$ cat src/rtl/hpdcache_pkg.sv
// HPDcache shared types: configuration, CMO handler opcode,
// raw core-side CMO codes and their decoder.
package hpdcache_pkg;

    typedef struct packed {
        logic [7:0] nWays;
        logic [7:0] nSets;
    } hpdcache_cfg_t;

    typedef struct packed {
        logic is_inval_all;
        logic is_inval_by_set;
        logic is_inval_by_nline;
        logic is_fence;
    } hpdcache_cmoh_op_t;

    typedef enum logic [3:0] {
        HPDCACHE_CMO_FENCE          = 4'd0,
        HPDCACHE_CMO_INVAL_BY_NLINE = 4'd1,
        HPDCACHE_CMO_INVAL_BY_SET   = 4'd2,
        HPDCACHE_CMO_INVAL_ALL      = 4'd3
    } hpdcache_cmo_code_e;

    function automatic logic hpdcache_cmo_is_legal(logic [3:0] code);
        return (code < 4'd4);
    endfunction

    function automatic hpdcache_cmoh_op_t hpdcache_cmo_decode(
        logic       valid,
        logic [3:0] code
    );
        hpdcache_cmoh_op_t op;
        op = '0;
        if (valid) begin
            case (hpdcache_cmo_code_e'(code))
                HPDCACHE_CMO_FENCE:          op.is_fence          = 1'b1;
                HPDCACHE_CMO_INVAL_BY_NLINE: op.is_inval_by_nline = 1'b1;
                HPDCACHE_CMO_INVAL_BY_SET:   op.is_inval_by_set   = 1'b1;
                HPDCACHE_CMO_INVAL_ALL:      op.is_inval_all      = 1'b1;
                default:                     op                   = '0;
            endcase
        end
        return op;
    endfunction

endpackage

$ cat src/rtl/hpdcache_cmo_dispatch.sv
// CMO dispatcher: serialises core CMO requests to the CMO handler
// and returns completion or illegal-opcode error responses.
module hpdcache_cmo_dispatch
    import hpdcache_pkg::*;
#(
    parameter hpdcache_cfg_t hpdcacheCfg = '0,
    parameter type hpdcache_req_addr_t = logic,
    parameter type hpdcache_req_data_t = logic,
    parameter type hpdcache_req_sid_t  = logic,
    parameter type hpdcache_req_tid_t  = logic
) (
    input  logic               clk_i,
    input  logic               rst_ni,

    input  logic               core_req_valid_i,
    output logic               core_req_ready_o,
    input  logic [3:0]         core_req_op_i,
    input  hpdcache_req_addr_t core_req_addr_i,
    input  hpdcache_req_data_t core_req_wdata_i,
    input  hpdcache_req_sid_t  core_req_sid_i,
    input  hpdcache_req_tid_t  core_req_tid_i,
    input  logic               core_req_need_rsp_i,

    output logic               core_rsp_valid_o,
    input  logic               core_rsp_ready_i,
    output hpdcache_req_sid_t  core_rsp_sid_o,
    output hpdcache_req_tid_t  core_rsp_tid_o,
    output logic               core_rsp_error_o,

    output logic               cmoh_req_valid_o,
    input  logic               cmoh_req_ready_i,
    output hpdcache_cmoh_op_t  cmoh_req_op_o,
    output hpdcache_req_addr_t cmoh_req_addr_o,
    output hpdcache_req_data_t cmoh_req_wdata_o,

    output logic               busy_o
);

    typedef enum logic [1:0] {
        IDLE,
        ISSUE,
        WAIT_DONE,
        RSP
    } state_e;

    state_e             state_q, state_d;
    hpdcache_cmoh_op_t  op_q;
    hpdcache_req_addr_t addr_q;
    hpdcache_req_data_t wdata_q;
    hpdcache_req_sid_t  sid_q;
    hpdcache_req_tid_t  tid_q;
    logic               need_rsp_q;
    logic               err_q;

    logic accept;
    logic legal;

    assign accept = (state_q == IDLE) && core_req_valid_i;
    assign legal  = hpdcache_cmo_is_legal(core_req_op_i);

    // Next-state logic of the dispatch FSM
    always_comb begin
        state_d = state_q;
        unique case (state_q)
            IDLE: begin
                if (core_req_valid_i) begin
                    if (legal) begin
                        state_d = ISSUE;
                    end else if (core_req_need_rsp_i) begin
                        state_d = RSP;
                    end
                end
            end
            ISSUE: begin
                if (cmoh_req_ready_i) state_d = WAIT_DONE;
            end
            WAIT_DONE: begin
                if (cmoh_req_ready_i) state_d = need_rsp_q ? RSP : IDLE;
            end
            RSP: begin
                if (core_rsp_ready_i) state_d = IDLE;
            end
            default: state_d = IDLE;
        endcase
    end

    // FSM state register
    always_ff @(posedge clk_i or negedge rst_ni) begin
        if (!rst_ni) state_q <= IDLE;
        else         state_q <= state_d;
    end

    // Capture the request fields when a request is accepted in IDLE
    always_ff @(posedge clk_i or negedge rst_ni) begin
        if (!rst_ni) begin
            op_q       <= '0;
            addr_q     <= '0;
            wdata_q    <= '0;
            sid_q      <= '0;
            tid_q      <= '0;
            need_rsp_q <= 1'b0;
            err_q      <= 1'b0;
        end else if (accept) begin
            op_q       <= hpdcache_cmo_decode(legal, core_req_op_i);
            addr_q     <= core_req_addr_i;
            wdata_q    <= core_req_wdata_i;
            sid_q      <= core_req_sid_i;
            tid_q      <= core_req_tid_i;
            need_rsp_q <= core_req_need_rsp_i;
            err_q      <= ~legal;
        end
    end

    assign core_req_ready_o = (state_q == IDLE);
    assign cmoh_req_valid_o = (state_q == ISSUE);
    assign core_rsp_valid_o = (state_q == RSP);
    assign busy_o           = (state_q != IDLE);

    assign cmoh_req_op_o    = op_q;
    assign cmoh_req_addr_o  = addr_q;
    assign cmoh_req_wdata_o = wdata_q;
    assign core_rsp_sid_o   = sid_q;
    assign core_rsp_tid_o   = tid_q;
    assign core_rsp_error_o = err_q;

endmodule

$ cat config.mk
export PLATFORM = sky130hd
export DESIGN_NAME = hpdcache_cmo_dispatch
export DESIGN_NICKNAME = d
export VERILOG_FILES = /design/src/rtl/hpdcache_pkg.sv /design/src/rtl/hpdcache_cmo_dispatch.sv
export SDC_FILE = /design/constraint.sdc
export NUM_CORES = 1
export LEC_CHECK = 0
export ABC_CLOCK_PERIOD_IN_PS = 1600
export CAP_MARGIN = 20
export CELL_PAD_IN_SITES_DETAIL_PLACEMENT = 0
export CELL_PAD_IN_SITES_GLOBAL_PLACEMENT = 1
export CORE_MARGIN = 2
export CORE_UTILIZATION = 28
export CTS_CLUSTER_DIAMETER = 60
export CTS_CLUSTER_SIZE = 14
export DETAILED_ROUTE_END_ITERATION = 8
export PLACE_DENSITY = 0.87
export SYNTH_ARGS = -nofsm -noshare
export SYNTH_HDL_FRONTEND = slang
export SYNTH_SLANG_ARGS = --single-unit
$ cat constraint.sdc
create_clock -name clk_i -period 1.6 [get_ports clk_i]
set_input_delay 0.16 -clock clk_i [delete_from_list [all_inputs] [get_ports clk_i]]
set_output_delay 0.16 -clock clk_i [all_outputs]
set_load 0.02 [all_outputs]
---- Yosys cells after proc, flatten, opt, wreduce, memory -nomap -nowiden ----
Index checks and enable logic that the tools add are counted.
cells by class
  eq/ne operators ......................... 11
  magnitude comparators ................... 1
  muxes and demuxes ....................... 13
  bitwise gates (word level) .............. 1
  reductions and logical operators ........ 5
operators by type and width
  cell                                                         count
  2-to-1 mux 2 bit                                             7
  equality test 4 x 2 -> 1 bit (second input constant)         2
  one-hot mux 2 bit (4 select lines)                           1
  AND reduction 5 bit                                          1
  equality test 2 bit (second input constant)                  2
  equality test 4 x 1 -> 1 bit (second input constant)         1
  zero test 4 bit                                              1
  less-than comparator 4 x 3 -> 1 bit (second input constant)  1
  2-to-1 mux 1 bit                                             4
  2-to-1 mux 4 bit                                             1
  inequality test 2 x 1 -> 1 bit (second input constant)       2
  inequality test 2 bit (second input constant)                2
  inequality test 3 x 1 -> 1 bit (second input constant)       1
  equality test 2 x 1 -> 1 bit (second input constant)         1
  zero test 2 bit                                              1
  nonzero test 2 bit                                           1
  logical AND 1 bit                                            1
  NOT 1 bit                                                    1
word-level totals
  output and inout port bits .............. 13
  logic and storage cells ................. 42
  register bits after elaboration ......... 12
  input bits .............................. 14

---- Depth between registers and ports, before layout ----
Gate-level depths: netlist (run 1).
  depth after elaboration ................. 4
  depth in mapped cells ................... 5
  gate-level depth less buffers ........... 4

---- Worst setup path before layout (run 1) ----
No wires, ideal clock.
  kind .................................... flip-flop to flip-flop
  start ................................... register state_q[0]
  end ..................................... register op_q (netlist bit cmoh_req_op_o[0])
  library setup time ...................... 74 ps
  buffers on the path ..................... 0
  clock period less this slack ............ 1352 ps
  path slack .............................. 248 ps
  data required time ...................... 1526 ps
  stages on the path, launching flop included .. 5
  arrival ................................. 1277 ps
  cell sequence ........................... dfrtp_1 nor2_4 nand2_2 or4_4 o21ai_2
on the way
  longest elaborated chain between the ends .. 2
RTL lines
  item                    RTL line                      RTL
  from (decl)             hpdcache_cmo_dispatch.sv:46   state_e state_q, state_d;
  from (signal assigned)  hpdcache_cmo_dispatch.sv:90   else state_q <= state_d;
  zero test 2 bit         --
  net core_req_ready_o    hpdcache_cmo_dispatch.sv:16   output logic core_req_ready_o,
  logical AND 1 bit       hpdcache_cmo_dispatch.sv:58   assign accept = (state_q == IDLE) && core_req_valid_i;
  to (signal assigned)    hpdcache_cmo_dispatch.sv:104  op_q <= hpdcache_cmo_decode(legal, core_req_op_i);
  to (decl)               hpdcache_cmo_dispatch.sv:47   hpdcache_cmoh_op_t op_q;
The timed path passes the listed nets, and every way through them passes these cells.
A chain may end at the register's enable or synchronous reset.

---- Final worst setup path (run 1) ----
  start ................................... register state_q[0]
  end ..................................... output port busy_o
on the way
  longest elaborated chain between the ends .. 1
RTL lines
  item                RTL line                      RTL
  nonzero test 2 bit  hpdcache_cmo_dispatch.sv:117  assign busy_o = (state_q != IDLE);
  to (decl)           hpdcache_cmo_dispatch.sv:36   output logic busy_o
Every way passes these cells.

==> results of run 1 <==
## layout make-up
cell class                      instances  area, um2
Multi-Input combinational cell         32        224
Clock buffer                            4       36.3
Inverter                                3       11.3
Sequential cell                        12        302
Timing Repair Buffer                   27        263
Tap cell                               25       31.3
Fill cell                             176        897
## synthesized netlist by cell type
cell type,n,share of area
dfrtp_1,12,0.56
o31ai_1,1,0.014
mux2_2,5,0.10
o2bb2a_1,1,0.019
nand2b_1,1,0.012
buf_2,1,0.0093
nand2_1,5,0.035
nor2_4,1,0.021
nor2b_1,2,0.023
nand2_2,1,0.012
o21ai_2,2,0.032
inv_1,3,0.021
o21ai_0,4,0.037
nand4_1,1,0.012
o22ai_1,1,0.012
or4_4,1,0.021
and2_1,1,0.012
a21oi_1,2,0.019
a221o_1,1,0.019
nor2_1,2,0.014
## routing by layer
metal  GRT usage  routed length [um]
met1       0.152                 530
met4      0.0486                  10
met3      0.0340                  68
met5           0                   0
met2       0.200                 627
## repair_timing
| item | in CTS | in global routing |
|---|---|---|
| setup buffers | 0 | 0 |
| setup endpoints to repair | 4 | 0 |
| hold buffers | 0 | 0 |
| gates resized for setup | 5 | 0 |
## where the power goes
| group | leakage, nW | switching, mW | internal, mW | total [mW] |
|---|---|---|---|---|
| clock network | 0.0210 | 0.0989 | 0.138 | 0.237 |
| registers | 0.149 | 0.0960 | 0.431 | 0.527 |
| logic | 0.202 | 0.381 | 0.391 | 0.772 |
| total | 0.372 | 0.576 | 0.960 | 1.54 |
## registers in the layout, indices dropped and copies added, names as in the netlist
signal,count
cmoh_req_op_o,4
cmoh_req_addr_o,1
core_rsp_tid_o,1
cmoh_req_wdata_o,1
core_rsp_sid_o,1
core_rsp_error_o,1
state_q,2
need_rsp_q,1
## cells by family (layout without fill, tap and decap cells)
| logic type | count (synthesis) | after routing | synth area share |
|---|---|---|---|
| flops | 12 | 12 | 0.556 |
| compound gates | 12 | 12 | 0.150 |
| mux | 5 | 5 | 0.104 |
| simple gates | 15 | 15 | 0.160 |
| buf+inv | 4 | 34 | 0.0301 |
## path summary, 6_finish.rpt
kind / end / startpoint / cells after the start
setup / recovery: busy_o / state_q[0] / 3
hold / removal: cmoh_req_op_o[2] / rst_ni / 1
setup reg to reg: cmoh_req_op_o[2] / state_q[0] / 4
hold reg to reg: cmoh_req_op_o[0] / cmoh_req_op_o[0] / 2
max in group asynchronous: state_q[0] / rst_ni / 1
min in group clk_i: cmoh_req_op_o[0] / cmoh_req_op_o[0] / 2
## through the flow
| stage | setup WS, ps | instance area (um2) |
|---|---|---|
| floorplan | 248 | 541 |
| global placement | 179 | 835 |
| detailed placement | 146 | 835 |
| CTS | 141 | 867 |
| global route | 87.2 | 867 |
| finish | 144 | 867 |
==> run metrics, run 1 <==
drt total wl=between 1 and 1.5 mm; TritonCTS buffer count=3; reg2reg setup slack=approximately 270 ps; Worst Tran Pin Value=between 500 and 600 ps; DR iter-0 viols=2; placed wire-length estimate=~990 um; Cell variety after synth=20; total grt overflow=0; Synth Warn #=0; # nets final=93; proportion of layout cells with a drive suffix above 1=0.205; Power per Cell Area=between 1500 and 2000 nW/um2; CP peak stage delay=~470 ps; maxcap violations=0; Starting Density=0.306; first-pass GRT wire length=between 1.5 and 2 mm; WL per Instance=12.0 um; CTS tree=yes; crit-path cells=nor2_4, inv_1, dlygate4sd2_1; IO Pins=27; LEAKAGE=~0.37 nW; WP data arrival=1300 ps; final std cells w/o fill=roughly 100; syn_nets=between 60 and 70; hold crit path type=in2async; CP bufs+invs=2; Sink Count=12; outcome=finished, final reports clean; register area share after synthesis=0.556; Final Setup Violations=0; clk_skew=4.43 ps; DRC Markers=0; delay-heaviest family, CP=flip-flops; I/O Buffers=26; Horiz. Die Dim=47.9 um; # rows=15; most frequent cells in the layout=22 x clkdlybuf4s50_1, 11 x dfrtp_1, 5 x mux2_2, 5 x nand2_1; diode count=0; final worst path period need=1460 ps; root buffer cell=clkbuf_4; CP Launch Type=flop; Tot Pwr=1.54 mW; crit path kind=reg2out; Routed Antenna Nets=0; total die area=2300 um2; Pins Over Slew Limit=0; largest net degree at the start of global routing=13; Setup crit end kind=primary output; Post-Syn Area per Cell=about 11 um2; initial antenna violation count=0; Tot GR Track Use=0.122; Final Hold Viols=0; Max FO, Critical Path=7; GPL Wtd Cong=between 0.7 and 0.8; worst-skew pair later-pin latency=between 200 and 300 ps; vias per cell=approximately 4.6; Max Clock Freq=687 MHz; Vias=between 400 and 500; CTS Buffer Depth=2; most common cell after layout, fill and taps aside=clkdlybuf4s50_1; Cell Area, Synth=approximately 540 um2; Slowest cell on crit path=dfrtp_2; core area=~1800 um2; relative slew slack=0.627; final core occ=0.491; vias in the first global route=about 450; Placed Instances=99; clk slew on worst S/H paths=80 ps; fin crit share=0.910; Crit path required time=roughly 1400 ps; RSZ-0062 raised after global routing=no; #FFs+latches synth=12; Synth-to-Final Area Change=60.4%; final hold slack=~250 ps; Die H=between 40 and 50 um; Peak VDD IR=between 0.7 and 0.8 mV; First-pass DRT Iterations=2; Syn Inst Count=48; H-tree levels=1; setup tns final=0 ps
Power figures use the tool's default switching activity.
==> run 2: changes to the inputs <==
Settings changed: GPL_ROUTABILITY_DRIVEN set to 0, SLEW_MARGIN set to 5.
==> results of run 2 <==
Same layout as run 1: the final DEF is identical, and so are final timing and power.
==> run 3: changes to the inputs <==
Settings changed: CTS_CLUSTER_DIAMETER 60 to not set.
==> results of run 3 <==
Same layout as run 1: the final DEF is identical, and so are final timing and power.
